==> src/rtl/pipe_pkg.sv <==
// Shared constants for the execute-to-memory pipeline register.
// Control bundle bit map and slot occupancy encodings.
package pipe_pkg;

   localparam int DATA_WIDTH_DEF     = 32;
   localparam int REG_ADDR_WIDTH_DEF = 5;
   localparam int CTRL_WIDTH_DEF     = 5;

   localparam int CTRL_REGWRITE  = 0;
   localparam int CTRL_RESULTSRC = 1;
   localparam int CTRL_MEMWRITE  = 2;
   localparam int CTRL_MUXJUMP   = 3;
   localparam int CTRL_JUMPRT    = 4;

   // {main_valid, skid_valid}
   localparam logic [1:0] OCC_EMPTY = 2'b00;
   localparam logic [1:0] OCC_ONE   = 2'b10;
   localparam logic [1:0] OCC_TWO   = 2'b11;

   function automatic int payload_width(int dw, int rw, int cw);
      return 4 * dw + rw + cw;
   endfunction

endpackage

==> src/rtl/pipe_slot.sv <==
// One payload register with a valid bit.
// Clear wins over load; clearing leaves the stored data untouched.
module pipe_slot #(
   parameter int W = 8
) (
   input  logic         clk,
   input  logic         rst_n,
   input  logic         load,
   input  logic         clear,
   input  logic [W-1:0] d,
   output logic         valid,
   output logic [W-1:0] q
);

   always_ff @(posedge clk or negedge rst_n) begin
      if (!rst_n) begin
         valid <= 1'b0;
         q     <= '0;
      end else if (clear) begin
         valid <= 1'b0;
      end else if (load) begin
         valid <= 1'b1;
         q     <= d;
      end
   end

endmodule

==> src/rtl/exmem_pipe_stage.sv <==
// Execute-to-memory pipeline register with valid/ready handshake,
// synchronous flush and an optional skid slot for a registered in_ready.
module exmem_pipe_stage
   import pipe_pkg::*;
#(
   parameter int DATA_WIDTH     = DATA_WIDTH_DEF,
   parameter int REG_ADDR_WIDTH = REG_ADDR_WIDTH_DEF,
   parameter int CTRL_WIDTH     = CTRL_WIDTH_DEF,
   parameter bit SKID_EN        = 1'b1
) (
   input  logic                      clk,
   input  logic                      rst_n,
   input  logic                      flush,
   input  logic                      in_valid,
   output logic                      in_ready,
   input  logic [DATA_WIDTH-1:0]     alu_result_e,
   input  logic [DATA_WIDTH-1:0]     write_data_e,
   input  logic [REG_ADDR_WIDTH-1:0] rd_e,
   input  logic [DATA_WIDTH-1:0]     pc_target_e,
   input  logic [DATA_WIDTH-1:0]     pc_plus4_e,
   input  logic [CTRL_WIDTH-1:0]     ctrl_e,
   output logic                      out_valid,
   input  logic                      out_ready,
   output logic [DATA_WIDTH-1:0]     alu_result_m,
   output logic [DATA_WIDTH-1:0]     write_data_m,
   output logic [REG_ADDR_WIDTH-1:0] rd_m,
   output logic [DATA_WIDTH-1:0]     pc_target_m,
   output logic [DATA_WIDTH-1:0]     pc_plus4_m,
   output logic [CTRL_WIDTH-1:0]     ctrl_m
);

   localparam int PW =
      payload_width(DATA_WIDTH, REG_ADDR_WIDTH, CTRL_WIDTH);

   logic [PW-1:0]         in_payload;
   logic [PW-1:0]         main_d;
   logic [PW-1:0]         main_q;
   logic [PW-1:0]         skid_q;
   logic                  main_valid;
   logic                  skid_valid;
   logic                  main_load;
   logic                  main_clear;
   logic                  skid_load;
   logic                  skid_clear;
   logic                  accept;
   logic                  pop;
   logic [1:0]            occ;
   logic [CTRL_WIDTH-1:0] main_ctrl;

   assign in_payload = {alu_result_e, write_data_e, rd_e,
                        pc_target_e, pc_plus4_e, ctrl_e};

   assign accept = in_valid & in_ready;
   assign pop    = out_valid & out_ready;
   assign occ    = {main_valid, skid_valid};

   // Without a skid slot, ONE never sees accept without pop,
   // so the same next-state logic serves both variants.
   always_comb begin
      main_load  = 1'b0;
      main_clear = 1'b0;
      skid_load  = 1'b0;
      skid_clear = 1'b0;
      main_d     = in_payload;
      if (flush) begin
         main_clear = 1'b1;
         skid_clear = 1'b1;
      end else begin
         unique case (occ)
            OCC_EMPTY: main_load = accept;
            OCC_ONE: begin
               main_load  = accept & pop;
               skid_load  = accept & ~pop;
               main_clear = pop & ~accept;
            end
            OCC_TWO: begin
               if (pop) begin
                  main_load  = 1'b1;
                  main_d     = skid_q;
                  skid_clear = 1'b1;
               end
            end
            default: ;
         endcase
      end
   end

   pipe_slot #(.W(PW)) u_main (
      .clk   (clk),
      .rst_n (rst_n),
      .load  (main_load),
      .clear (main_clear),
      .d     (main_d),
      .valid (main_valid),
      .q     (main_q)
   );

   generate
      if (SKID_EN) begin : g_skid
         pipe_slot #(.W(PW)) u_skid (
            .clk   (clk),
            .rst_n (rst_n),
            .load  (skid_load),
            .clear (skid_clear),
            .d     (in_payload),
            .valid (skid_valid),
            .q     (skid_q)
         );
         assign in_ready = ~skid_valid;
      end else begin : g_noskid
         assign skid_valid = 1'b0;
         assign skid_q     = '0;
         assign in_ready   = ~main_valid | out_ready;
      end
   endgenerate

   assign out_valid = main_valid;

   assign {alu_result_m, write_data_m, rd_m,
           pc_target_m, pc_plus4_m, main_ctrl} = main_q;

   assign ctrl_m = main_valid ? main_ctrl : '0;

endmodule
==> config.mk <==
export PLATFORM = sky130hd
export DESIGN_NAME = exmem_pipe_stage
export DESIGN_NICKNAME = d
export VERILOG_FILES = /design/src/rtl/pipe_pkg.sv /design/src/rtl/pipe_slot.sv /design/src/rtl/exmem_pipe_stage.sv
export SDC_FILE = /design/constraint.sdc
export NUM_CORES = 1
export LEC_CHECK = 0
export ABC_AREA = 1
export ABC_CLOCK_PERIOD_IN_PS = 2100
export CORE_UTILIZATION = 28
export DETAILED_ROUTE_END_ITERATION = 6
export RECOVER_POWER = 100
export REMOVE_ABC_BUFFERS = 1
export SYNTH_ARGS = -nofsm -noshare
export SYNTH_HDL_FRONTEND = slang
export SYNTH_HIERARCHICAL = 1
export SYNTH_SLANG_ARGS = --single-unit
==> constraint.sdc <==
create_clock -name clk -period 2.1 [get_ports clk]
set_input_delay 0.42 -clock clk [delete_from_list [all_inputs] [get_ports clk]]
set_output_delay 0.42 -clock clk [all_outputs]
set_load 0.03 [all_outputs]
==> results.cfg <==
[power_and_ir_drop]
p_seq_frac = 0.410
power-per-cell-area_nw_per_um2 = 982
swShare = 0.317
combPwrFrac = 0.242
vdd_ir_drop_max_mv = 0.556
p_total_mw = 17.4
intPower_mw = 11.9
p_sw_mw = 5.50
leakage_nw = 9.16
pwr-share-clk = 0.348

[finish]
antenna_cells = 0
area_growth_pct = 35.4
fin_nets = 2071
drive_gt1_frac = 0.0564
n_fill_cell = 4645
postLayoutCoreUtil = 0.387
stdcell_area_um2 = 17700

[floorplanning]
die_height_um = 218
io_pins = 283
dieWidth_um = 218
die-area_um2 = 47500
coreArea_um2 = 45700
rows = 78
start_util = 0.286

[synthesis]
synth.top_cell.area_share = 0.532
ys_top_cells_by_area = dfrtp_1 53%, nand2_1 24%, nand3_1 16%, buf_2 3.9%, buf_6 1.2%
synth_cell_types = 15
syn-cell-area_um2 = 13100
seq_area_frac_synth = 0.532
yosysWarnings = 6
synth_top_area_cell = dfrtp_1
synth.avg_cell_area_um2 = 7.73
ys_ff_latch = 278
netlist_instances = 1690

[routing]
drc = 0
dr_wl_met3_mm = 2.62
drtIter0Drc = 968
via_per_inst = 4.82
final_antenna_net_count = 0
via_count = 12300
wl_per_cell_um = 16.4
wl_met1_mm = 18.9
routed.top_layer = met5
dr_wl_met2_mm = 19.5
routed_wl_mm = 41.8
drt_first_pass_iters = 5

[sta]
setup_violations = 0
period_needed_ns = 2.04
finalSetupTns_ns = 0
worst_pin_slew_ns = 1.08
final_max_slew_viol_count = 0
rsz0062_at_grt = false
slew_headroom = 0.277
max_freq_ghz = 0.490
hold_violations = 0
final.setup_skew_ns = 0.0105
fin_crit_sh = 0.971

[clock_tree]
htreeDepth = 2
root_buffer = clkbuf_16
cts_made_buffers = 34
clk_pin_slew_ns = 0.06
clk_latency_ns = 0.53
cts.sinks = 278
cts_setup_buffers = 0
cts_tree = done
clockBufferDepth = 3

[global_route]
track_usage = 0.177
grt_max_degree = 94
antenna_found_initial = 1
grt_pass1_wl_mm = 67.3
overflow = 0
grt_pass1_vias = 12100

[placement]
portBuffers = 282
finalWeightedCongestion = 0.791
post-dp-hpwl_mm = 26.1
place_area_um2 = 16700

[status]
status = finished, final reports clean

[setup_path]
path_cells = clkdlybuf4s50_1
crit_arrival_ns = 1.62
cp-start-kind = flop
cp_top_family = buffers and inverters
slowest_stage = clkdlybuf4s50_1
cp-end-kind = primary output
cpPeakStageDelay_ns = 0.73
path_class = reg2out
critPathBufInv = 1
path_max_fanout = 2
required_ns = 1.68

[flow_run]
max_cap_violations = 0

[min_path]
hold_path.class = in2async
[flip-flops by register name (all words and copies together) (netlist names)]
name,cells
g_skid.u_skid/q,138
g_skid.u_skid/valid,1
u_main/q,138
u_main/valid,1
[power groups by stage]
| stage | Combinational, mW | Sequential [mW] | Clock [mW] |
|---|---|---|---|
| detailed placement | 4.31 | 7.20 | 0 |
| CTS | 4.31 | 7.12 | 6.25 |
| floorplan | 1.16 | 8.14 | 0 |
| global route | 4.59 | 7.25 | 6.45 |
| global placement | 4.26 | 7.17 | 0 |
| finish | 4.21 | 7.12 | 6.04 |
[through the flow]
stage | instances | hold slack (ns) | worst slack, ns
2_1_floorplan | 1554 | 0.124 | -7.45
3_3_place_gp | 2491 | 0.385 | -0.237
3_5_place_dp | 2491 | 0.388 | -0.215
4_1_cts | 2551 | 0.414 | 0.00416
5_1_grt | 2551 | 0.419 | 0.00102
6_report | 2551 | 0.408 | 0.0612
[cells in the final DEF, fill, tap and decap left out]
cell / instances
nand2_1: 840
nand3_1: 415
dfrtp_1: 277
clkdlybuf4s50_1: 263
clkbuf_16: 37
buf_12: 24
clkbuf_1: 21
buf_4: 13
dlygate4sd2_1: 9
inv_1: 8
clkbuf_8: 8
clkinv_2: 6
dlygate4sd3_1: 5
clkbuf_4: 4
nor2_4: 3
inv_4: 3
o21ai_0: 3
nand2_4: 2
bufinv_16: 2
clkbuf_2: 2
buf_6: 2
nand2_2: 1
or2_2: 1
buf_8: 1
dfrtp_2: 1
[kinds of logic (layout without fill, tap and decap cells)]
group	count (synthesis)	in the layout	share of synthesized area
and+or+nand+nor	1262	1262	0.403
AOI/OAI and AO/OA	3	3	0.00115
buffers and inverters	147	408	0.0629
DFF	278	278	0.532
[worst reg2reg max path, stage by stage (launching register included)]
cell	delay, ns
dfrtp_2	0.46
nand2_2	0.10
o21ai_0	0.33
inv_4	0.11
nand2_1	0.15
clkbuf_4	0.52
nand2_1	0.13
nand2_1	0.09
[synth_stat cells]
cell	count
buf_1	2
buf_2	102
buf_4	10
buf_6	14
clkbuf_1	8
dfrtp_1	278
inv_1	10
inv_2	1
nand2_1	841
nand2_2	2
nand3_1	415
nor2_1	2
nor2_4	1
o21ai_0	3
or2_2	1
[layout make-up]
cell class | count | area (um2) | area share
clock buffers | 51 | 1060 | 0.0598
clock inverters | 8 | 90.1 | 0.00509
inverters | 11 | 48.8 | 0.00276
multi-input cells | 1265 | 5310 | 0.300
flip-flops and latches | 278 | 6960 | 0.393
well taps | 600 | 751 | 0.0424
repair buffers | 338 | 3470 | 0.196
[worst paths after layout]
check	from	to	depth (start not counted)	slack (ns)
min in group clk	u_main/q[68]	u_main/q[68]	2	0.47
worst min-delay path	rst_n	g_skid.u_skid/q[4]	2	0.41
max in group asynchronous	rst_n	u_main/q[24]	3	0.31
worst max register to register	u_main/valid	g_skid.u_skid/q[50]	7	0.16
worst min register to register	u_main/q[68]	u_main/q[68]	2	0.47
worst max-delay path	u_main/q[77]	write_data_m[3]	1	0.06
[layer usage]
metal,up-vias,track usage
met3,62,0.0343
met5,-,0
met2,414,0.289
li1,5879,-
met1,5927,0.239
met4,2,0.0462
[repair_timing]
| action | CTS | global route |
|---|---|---|
| hold buffers | 1 | 0 |
| endpoints found under the hold margin | 39 | 0 |
| resized for setup | 10 | 5 |
| setup endpoints to repair | 9 | 5 |
Note: power is estimated with default switching activity, not from simulation.
